$ cat config.mk
export PLATFORM = sky130hd
export DESIGN_NAME = leaf_out_stream_arbiter_flat
export DESIGN_NICKNAME = d
export VERILOG_FILES = /design/src/rtl/leaf_out_stream_arbiter_if.sv /design/src/rtl/leaf_out_stream_arbiter.sv /design/src/flat_wrapper.sv
export SDC_FILE = /design/constraint.sdc
export NUM_CORES = 1
export LEC_CHECK = 0
export ABC_CLOCK_PERIOD_IN_PS = 6400
export BUFFER_PORTS_ARGS = -buffer_cell sky130_fd_sc_hd__buf_2
export CAP_MARGIN = 15
export CORE_MARGIN = 2
export CORE_UTILIZATION = 32
export DETAILED_ROUTE_END_ITERATION = 10
export GPL_TIMING_DRIVEN = 0
export PLACE_DENSITY_LB_ADDON = 0.08
export SETUP_SLACK_MARGIN = 0.05
export SLEW_MARGIN = 0
export SYNTH_ARGS = -nofsm -noshare
export SYNTH_HDL_FRONTEND = slang
export SYNTH_SLANG_ARGS = --single-unit
$ cat constraint.sdc
create_clock -name clk -period 6.4 [get_ports clk]
set_clock_uncertainty 0.1 [all_clocks]
set_input_delay 0.96 -clock clk [delete_from_list [all_inputs] [get_ports clk]]
set_output_delay 0.96 -clock clk [all_outputs]
set_load 0.05 [all_outputs]
$ cat src/rtl/leaf_out_stream_arbiter_if.sv
// Output-stream bundle between user kernel output ports, the arbiter and the leaf interface.
// The arbiter takes the master view; the surrounding logic or bench takes the slave view.
interface leaf_out_stream_arbiter_if #(
  parameter int PAYLOAD_BITS  = 32,
  parameter int NUM_PORTS     = 4,
  parameter int NUM_PORT_BITS = 4
);
  logic [NUM_PORTS*PAYLOAD_BITS-1:0] din_user2arb;
  logic [NUM_PORTS-1:0]              vld_user2arb;
  logic [NUM_PORTS-1:0]              ack_arb2user;
  logic [PAYLOAD_BITS-1:0]           dout_arb2interface;
  logic [NUM_PORT_BITS-1:0]          port_arb2interface;
  logic                              vld_arb2interface;
  logic                              ack_interface2arb;
  logic [NUM_PORTS-1:0]              credit_return;
  logic                              credit_ovf;

  modport master (
    input  din_user2arb, vld_user2arb, ack_interface2arb, credit_return,
    output ack_arb2user, dout_arb2interface, port_arb2interface, vld_arb2interface, credit_ovf
  );

  modport slave (
    output din_user2arb, vld_user2arb, ack_interface2arb, credit_return,
    input  ack_arb2user, dout_arb2interface, port_arb2interface, vld_arb2interface, credit_ovf
  );
endinterface

$ cat src/rtl/leaf_out_stream_arbiter.sv
// Round-robin, burst-bounded arbiter sharing one leaf output stream among NUM_PORTS user
// ports, tagging each word with its source port and gating each port on remote credit.
module leaf_out_stream_arbiter #(
  parameter int PAYLOAD_BITS          = 32,
  parameter int NUM_PORTS             = 4,
  parameter int NUM_PORT_BITS         = 4,
  parameter int CREDIT_BITS           = 8,
  parameter int INIT_CREDIT           = 128,
  parameter int FREESPACE_UPDATE_SIZE = 64,
  parameter int BURST_LEN             = 16
) (
  input  logic                       clk,
  input  logic                       reset,
  leaf_out_stream_arbiter_if.master  bus
);
  localparam int PTR_W   = $clog2(NUM_PORTS);
  localparam int BURST_W = $clog2(BURST_LEN + 1);
  localparam int SUM_W   = 32;
  localparam logic [CREDIT_BITS-1:0] CREDIT_MAX = '1;

  typedef enum logic {IDLE, GRANT} state_t;

  state_t                  state, state_nxt;
  logic [PTR_W-1:0]        rr_ptr, rr_ptr_nxt;
  logic [PTR_W-1:0]        grant, grant_nxt;
  logic [BURST_W-1:0]      burst_cnt, burst_cnt_nxt;
  logic [CREDIT_BITS-1:0]  credit     [NUM_PORTS];
  logic [CREDIT_BITS-1:0]  credit_nxt [NUM_PORTS];
  logic [NUM_PORTS-1:0]    sat_hit;
  logic [NUM_PORTS-1:0]    eligible;
  logic [NUM_PORTS-1:0]    ack_p0;
  logic                    ack_ok_p0;
  logic                    xfer_p0;
  logic                    pick_vld;
  logic [PTR_W-1:0]        pick;
  logic [PTR_W:0]          pick_idx;
  logic [PAYLOAD_BITS-1:0] din_sel_p0;
  logic [PAYLOAD_BITS-1:0] data_p1;
  logic [NUM_PORT_BITS-1:0] port_p1;
  logic                    vld_p1;
  logic                    ovf;

  function automatic logic [SUM_W-1:0] credit_sum(input logic [CREDIT_BITS-1:0] cur,
                                                  input logic inc, input logic dec);
    return SUM_W'(cur) + (inc ? SUM_W'(FREESPACE_UPDATE_SIZE) : '0) - (dec ? SUM_W'(1) : '0);
  endfunction

  function automatic logic [CREDIT_BITS-1:0] sat_credit(input logic [SUM_W-1:0] sum);
    return (sum > SUM_W'(CREDIT_MAX)) ? CREDIT_MAX : sum[CREDIT_BITS-1:0];
  endfunction

  always_comb begin
    for (int i = 0; i < NUM_PORTS; i++) begin
      eligible[i] = bus.vld_user2arb[i] && (credit[i] != '0);
    end
  end

  // Search starts one past the last granted port so every port gets its turn.
  always_comb begin
    pick_vld = 1'b0;
    pick     = '0;
    pick_idx = '0;
    for (int k = 1; k <= NUM_PORTS; k++) begin
      pick_idx = {1'b0, rr_ptr} + (PTR_W+1)'(k);
      if (pick_idx >= (PTR_W+1)'(NUM_PORTS)) pick_idx = pick_idx - (PTR_W+1)'(NUM_PORTS);
      if (!pick_vld && eligible[pick_idx[PTR_W-1:0]]) begin
        pick_vld = 1'b1;
        pick     = pick_idx[PTR_W-1:0];
      end
    end
  end

  always_comb begin
    din_sel_p0 = '0;
    for (int i = 0; i < NUM_PORTS; i++) begin
      if (grant == PTR_W'(i)) din_sel_p0 = bus.din_user2arb[i*PAYLOAD_BITS +: PAYLOAD_BITS];
    end
  end

  // Stage p0: grant FSM and handshake toward the user ports.
  always_comb begin
    state_nxt     = state;
    rr_ptr_nxt    = rr_ptr;
    grant_nxt     = grant;
    burst_cnt_nxt = burst_cnt;
    ack_p0        = '0;
    ack_ok_p0     = 1'b0;
    xfer_p0       = 1'b0;
    case (state)
      IDLE: begin
        if (pick_vld) begin
          grant_nxt     = pick;
          burst_cnt_nxt = '0;
          state_nxt     = GRANT;
        end
      end
      GRANT: begin
        ack_ok_p0     = (!vld_p1 || bus.ack_interface2arb) && (credit[grant] != '0)
                        && (burst_cnt < BURST_W'(BURST_LEN));
        ack_p0[grant] = ack_ok_p0;
        xfer_p0       = ack_ok_p0 && bus.vld_user2arb[grant];
        if (xfer_p0) burst_cnt_nxt = burst_cnt + 1'b1;
        // A simultaneous credit_return keeps the credit above zero, so it does not end the burst.
        if ((xfer_p0 && ((burst_cnt_nxt == BURST_W'(BURST_LEN)) ||
                         ((credit[grant] == CREDIT_BITS'(1)) && !bus.credit_return[grant]))) ||
            (ack_ok_p0 && !bus.vld_user2arb[grant])) begin
          state_nxt  = IDLE;
          rr_ptr_nxt = grant;
        end
      end
      default: state_nxt = IDLE;
    endcase
  end

  always_comb begin
    for (int i = 0; i < NUM_PORTS; i++) begin
      credit_nxt[i] = sat_credit(credit_sum(credit[i], bus.credit_return[i],
                                            xfer_p0 && (grant == PTR_W'(i))));
      sat_hit[i]    = credit_sum(credit[i], bus.credit_return[i], 1'b0) > SUM_W'(CREDIT_MAX);
    end
  end

  // Stage p1: registered output word, held while the interface stalls.
  always_ff @(posedge clk or posedge reset) begin
    if (reset) begin
      state     <= IDLE;
      rr_ptr    <= PTR_W'(NUM_PORTS - 1);
      grant     <= '0;
      burst_cnt <= '0;
      for (int i = 0; i < NUM_PORTS; i++) credit[i] <= CREDIT_BITS'(INIT_CREDIT);
      data_p1   <= '0;
      port_p1   <= '0;
      vld_p1    <= 1'b0;
      ovf       <= 1'b0;
    end else begin
      state     <= state_nxt;
      rr_ptr    <= rr_ptr_nxt;
      grant     <= grant_nxt;
      burst_cnt <= burst_cnt_nxt;
      for (int i = 0; i < NUM_PORTS; i++) credit[i] <= credit_nxt[i];
      if (|sat_hit) ovf <= 1'b1;
      if (xfer_p0) begin
        data_p1 <= din_sel_p0;
        port_p1 <= NUM_PORT_BITS'(grant);
        vld_p1  <= 1'b1;
      end else if (bus.ack_interface2arb) begin
        vld_p1  <= 1'b0;
      end
    end
  end

  assign bus.ack_arb2user       = ack_p0;
  assign bus.dout_arb2interface = data_p1;
  assign bus.port_arb2interface = port_p1;
  assign bus.vld_arb2interface  = vld_p1;
  assign bus.credit_ovf         = ovf;
endmodule
$ cat src/flat_wrapper.sv
// flat-port wrapper written by rule: the top's interface ports become plain ports
module leaf_out_stream_arbiter_flat 
#(
  parameter int PAYLOAD_BITS          = 32,
  parameter int NUM_PORTS             = 4,
  parameter int NUM_PORT_BITS         = 4,
  parameter int CREDIT_BITS           = 8,
  parameter int INIT_CREDIT           = 128,
  parameter int FREESPACE_UPDATE_SIZE = 64,
  parameter int BURST_LEN             = 16
)
  (clk, reset, bus_din_user2arb, bus_vld_user2arb, bus_ack_interface2arb, bus_credit_return, bus_ack_arb2user, bus_dout_arb2interface, bus_port_arb2interface, bus_vld_arb2interface, bus_credit_ovf);
  leaf_out_stream_arbiter_if #(.PAYLOAD_BITS(PAYLOAD_BITS), .NUM_PORTS(NUM_PORTS), .NUM_PORT_BITS(NUM_PORT_BITS)) bus_i ();
  input  logic clk;
  input  logic reset;
  input wire logic [$bits(bus_i.din_user2arb)-1:0] bus_din_user2arb;
  input wire logic [$bits(bus_i.vld_user2arb)-1:0] bus_vld_user2arb;
  input wire logic [$bits(bus_i.ack_interface2arb)-1:0] bus_ack_interface2arb;
  input wire logic [$bits(bus_i.credit_return)-1:0] bus_credit_return;
  output wire logic [$bits(bus_i.ack_arb2user)-1:0] bus_ack_arb2user;
  output wire logic [$bits(bus_i.dout_arb2interface)-1:0] bus_dout_arb2interface;
  output wire logic [$bits(bus_i.port_arb2interface)-1:0] bus_port_arb2interface;
  output wire logic [$bits(bus_i.vld_arb2interface)-1:0] bus_vld_arb2interface;
  output wire logic [$bits(bus_i.credit_ovf)-1:0] bus_credit_ovf;
  assign bus_i.din_user2arb = bus_din_user2arb;
  assign bus_i.vld_user2arb = bus_vld_user2arb;
  assign bus_i.ack_interface2arb = bus_ack_interface2arb;
  assign bus_i.credit_return = bus_credit_return;
  assign bus_ack_arb2user = bus_i.ack_arb2user;
  assign bus_dout_arb2interface = bus_i.dout_arb2interface;
  assign bus_port_arb2interface = bus_i.port_arb2interface;
  assign bus_vld_arb2interface = bus_i.vld_arb2interface;
  assign bus_credit_ovf = bus_i.credit_ovf;
  leaf_out_stream_arbiter #(.PAYLOAD_BITS(PAYLOAD_BITS), .NUM_PORTS(NUM_PORTS), .NUM_PORT_BITS(NUM_PORT_BITS), .CREDIT_BITS(CREDIT_BITS), .INIT_CREDIT(INIT_CREDIT), .FREESPACE_UPDATE_SIZE(FREESPACE_UPDATE_SIZE), .BURST_LEN(BURST_LEN)) u_core (.clk(clk), .reset(reset), .bus(bus_i));
endmodule
==> flow_summary_export.csv <==
group,metric,value,unit
clocking,cts_buffer_depth,2,
logic_synthesis,synth_xor_area_frac,0.0448,
sta,fin_setup_tns,0,ns
sta,maxSlewViolCount,0,
logic_synthesis,synth_flop_cell,"dfrtp_1",
power_and_ir_drop,power_density,496,nW/um^2
power_and_ir_drop,p_leak,2.92,nW
power_and_ir_drop,clkPwrFrac,0.167,
critical_path,arrival,4.52,ns
logic_synthesis,ys_seq_area_frac,0.401,
clocking,cts-hold-fix-buffers,0,
logic_synthesis,synthArstFlopShare,1.00,
logic_synthesis,synth_cell_types,47,
critical_path,critPathMaxStageDelay,0.53,ns
clocking,cts.repair.resized,0,
placement,place_congestion,0.795,
clocking,clkSlewWorstSetupHoldPaths,0.06,ns
critical_path,crit_buf_inv,3,
global_route,overflow,0,
cells_and_area,postLayoutCoreUtil,0.422,
sta,setup-violations-final,0,
clocking,root_buffer,"clkbuf_16",
route,viasPerCell,4.91,
global_route,grtUsageTotal,0.163,
power_and_ir_drop,p_int,0.00179,W
logic_synthesis,synth_top_cell_by_area,"dfrtp_1",
cells_and_area,layout.nets,750,
logic_synthesis,synth_compound_area_frac,0.0430,
logic_synthesis,ys_top_cells_by_area,"dfrtp_1 37%, mux4_2 16%, mux2_4 9.2%",
cells_and_area,num-fill-cells,1449,
power_and_ir_drop,vdd_ir_drop_max,160,uV
clocking,postCtsSetupBuffers,0,
route,drtIter0Drc,163,
critical_path,end_kind,"flop",
sta,timing.final.ws_setup,1.98,ns
route,ant_nets,0,
power_and_ir_drop,seq_power_share,0.257,
logic_synthesis,syn_inst,395,
sta,rsz0062_at_grt,"no",
clocking,worstSkewPairLatency,0.34,ns
route,wl_per_cell,16.7,um
critical_path,worstSetupPathType,"reg -> reg",
sta,timing.final.crit_share,0.690,
logic_synthesis,ys_warn_count,0,
logic_synthesis,syn_avg_cell_area,12.4,sq um
route,drt-total-wl,13000,um
floorplan,floorplan.initialDensity,0.325,
route,firstDrtPassIters,4,
logic_synthesis,synth_fa_ha_area_frac,0.0641,
critical_path,worstPathMaxFanout,7,
power_and_ir_drop,switching_share,0.431,
logic_synthesis,muxShareOfSynthArea,0.276,
critical_path,cpMostUsedCell,"ha_1",
power_and_ir_drop,power_switching,0.00136,W
clocking,cts.sinks,78,
logic_synthesis,syn_area,4880,sq um
clocking,cts-buffers-inserted,9,
placement,dpl_cell_area,6040,sq um
placement,io_buffers,178,
placement,dp_hpwl,10000,um
clocking,cts_tree,"yes",
floorplan,chipWidth,128,um
critical_path,cp_slowest_cell,"or4_1",
sta,hold_viol,0,
sta,fmaxAchievable,0.226,GHz
critical_path,crit_required,6.50,ns
clocking,htreeDepth,3,
run_status,outcome,"completed",
floorplan,num_rows,45,
route,vias,3823,
cells_and_area,antennaDiodeCount,0,
cells_and_area,drive_above_1_share,0.482,
sta,max_slew.worst_pin.slew,0.817,ns
floorplan,coreArea,15000,sq um
power_and_ir_drop,comb_power_share,0.576,
logic_synthesis,synth-simple-area-share,0.123,
critical_path,cp-start-kind,"flop",
sta,relSlewSlack,0.455,
cells_and_area,fin_area,6350,sq um
route,drc,0,
cells_and_area,area_growth_syn_to_layout,30.0,%
placement,dpl_worst_slack,1.95,ns
global_route,antenna_found_initial,0,
min_path,hold_class,"reg -> reg",
critical_path,cp_cell_sequence,"or4_1 -> buf_2 -> or3_1 -> a41o_1 -> nand3_4 -> or2_1 -> buf_2 -> nor2_1 -> ha_1 -> ha_1 -> nand3_1 -> nor3_1 -> ha_1 -> inv_1 -> a211o_1 -> a21oi_1 -> nand3_1",
sta,period_needed,4.42,ns
critical_path,crit_family,"simple AND/OR/NAND/NOR gates",
global_route,grt_pass1_wl,20400,um
global_route,grt_max_degree,43,
floorplan,dieArea,16300,sq um
logic_synthesis,yosysTopAreaCellShare,0.369,
global_route,first_global_vias,4002,
floorplan,io_pins,181,
logic_synthesis,synth_top_family_by_area,"multiplexers",
logic_synthesis,synth_edf_count,0,
floorplan,die_h,128,um
logic_synthesis,synth-seq-cells,78,
flow_run,drv_cap,0,
[flip-flops by register name, summed over array words and instances, names as in the netlist]
name and cells:
u_core.state 1, u_core.bus.vld_arb2interface 1, u_core.rr_ptr 2, u_core.bus.port_arb2interface 2, u_core.bus.dout_arb2interface 32, u_core.bus.credit_ovf 1
u_core.grant 2, u_core.burst_cnt 5, u_core.credit 32
[metrics by stage]
step	instances	total power [W]	hold slack, ns
CTS	779	0.00320	0.394
global placement	762	0.00264	0.375
finish	779	0.00315	0.384
global route	779	0.00335	0.398
detailed placement	763	0.00265	0.381
floorplan	396	0.00224	0.366
[power groups by stage]
stage | logic, W | clock network (W) | registers (W)
2_1_floorplan | 0.00104 | 0 | 0.00120
3_3_place_gp | 0.00183 | 0 | 0.000814
3_5_place_dp | 0.00183 | 0 | 0.000819
4_1_cts | 0.00184 | 0.000545 | 0.000811
5_1_grt | 0.00194 | 0.000570 | 0.000835
6_report | 0.00181 | 0.000525 | 0.000809
[cells by family after synthesis]
logic type      Yosys count
flops                    78
compound gates           29
buf+inv                  45
xor+xnor                 25
other cells               1
fa+ha+maj                25
simple gates            116
mux                      76
[cell usage in the layout, fill, tap and decap left out, drive strengths merged, types with 3 or more instances in the layout]
cell type and count:
nor2 21, or3 10, nor4 7, mux2 40, mux4 34, o31ai 3, dfstp 6, buf 189
xor2 9, nand2 37, o21ai 3, nand3 5, dfrtp 72, a21oi 8, or4 5, clkbuf 21
nand2b 9, xnor2 16, inv 27, ha 25, nor3 11, a22o 4, a211o 3
[Yosys cell counts (all sizes together), types with 3 or more instances]
| library cell | number |
|---|---|
| a211o | 3 |
| a21oi | 8 |
| a22o | 4 |
| buf | 10 |
| clkbuf | 8 |
| dfrtp | 72 |
| dfstp | 6 |
| ha | 25 |
| inv | 27 |
| mux2 | 40 |
| mux4 | 34 |
| nand2 | 37 |
| nand2b | 9 |
| nand3 | 5 |
| nor2 | 21 |
| nor3 | 11 |
| nor4 | 7 |
| o21ai | 3 |
| o31ai | 3 |
| or3 | 10 |
| or4 | 5 |
| xnor2 | 16 |
| xor2 | 9 |
[area by class of cell]
type                            count  area (sq um)  area share
Sequential cell                    78          1960       0.309
Clock buffer                       13           260      0.0410
Clock inverter                      3          42.5     0.00670
Inverter                           27           104      0.0164
Timing Repair Buffer              179           918       0.145
Multi-Input combinational cell    273          2700       0.425
Buffer                             18           128      0.0201
Tap cell                          188           235      0.0371
[per-layer routing]
layer  routed length (um)  up-vias  track usage
met2                 6280      137        0.276
met1                 5710     1859        0.206
li1                     -     1813            -
met4                  214        0       0.0530
met5                    0        -            0
met3                  782       14       0.0381
[final timing paths]
path	slack, ns	to	from	depth (start not counted)
setup / recovery	1.98	u_core.credit[19]	u_core.credit[2]	17
hold / removal	0.38	u_core.bus.port_arb2interface[1]	u_core.bus.port_arb2interface[1]	1
setup reg to reg	1.98	u_core.credit[19]	u_core.credit[2]	17
hold reg to reg	0.38	u_core.bus.port_arb2interface[1]	u_core.bus.port_arb2interface[1]	1
max in group asynchronous	5.00	u_core.credit[31]	reset	3
min in group asynchronous	0.55	u_core.bus.dout_arb2interface[11]	reset	2
No activity file was read; power rests on OpenSTA's default activity.
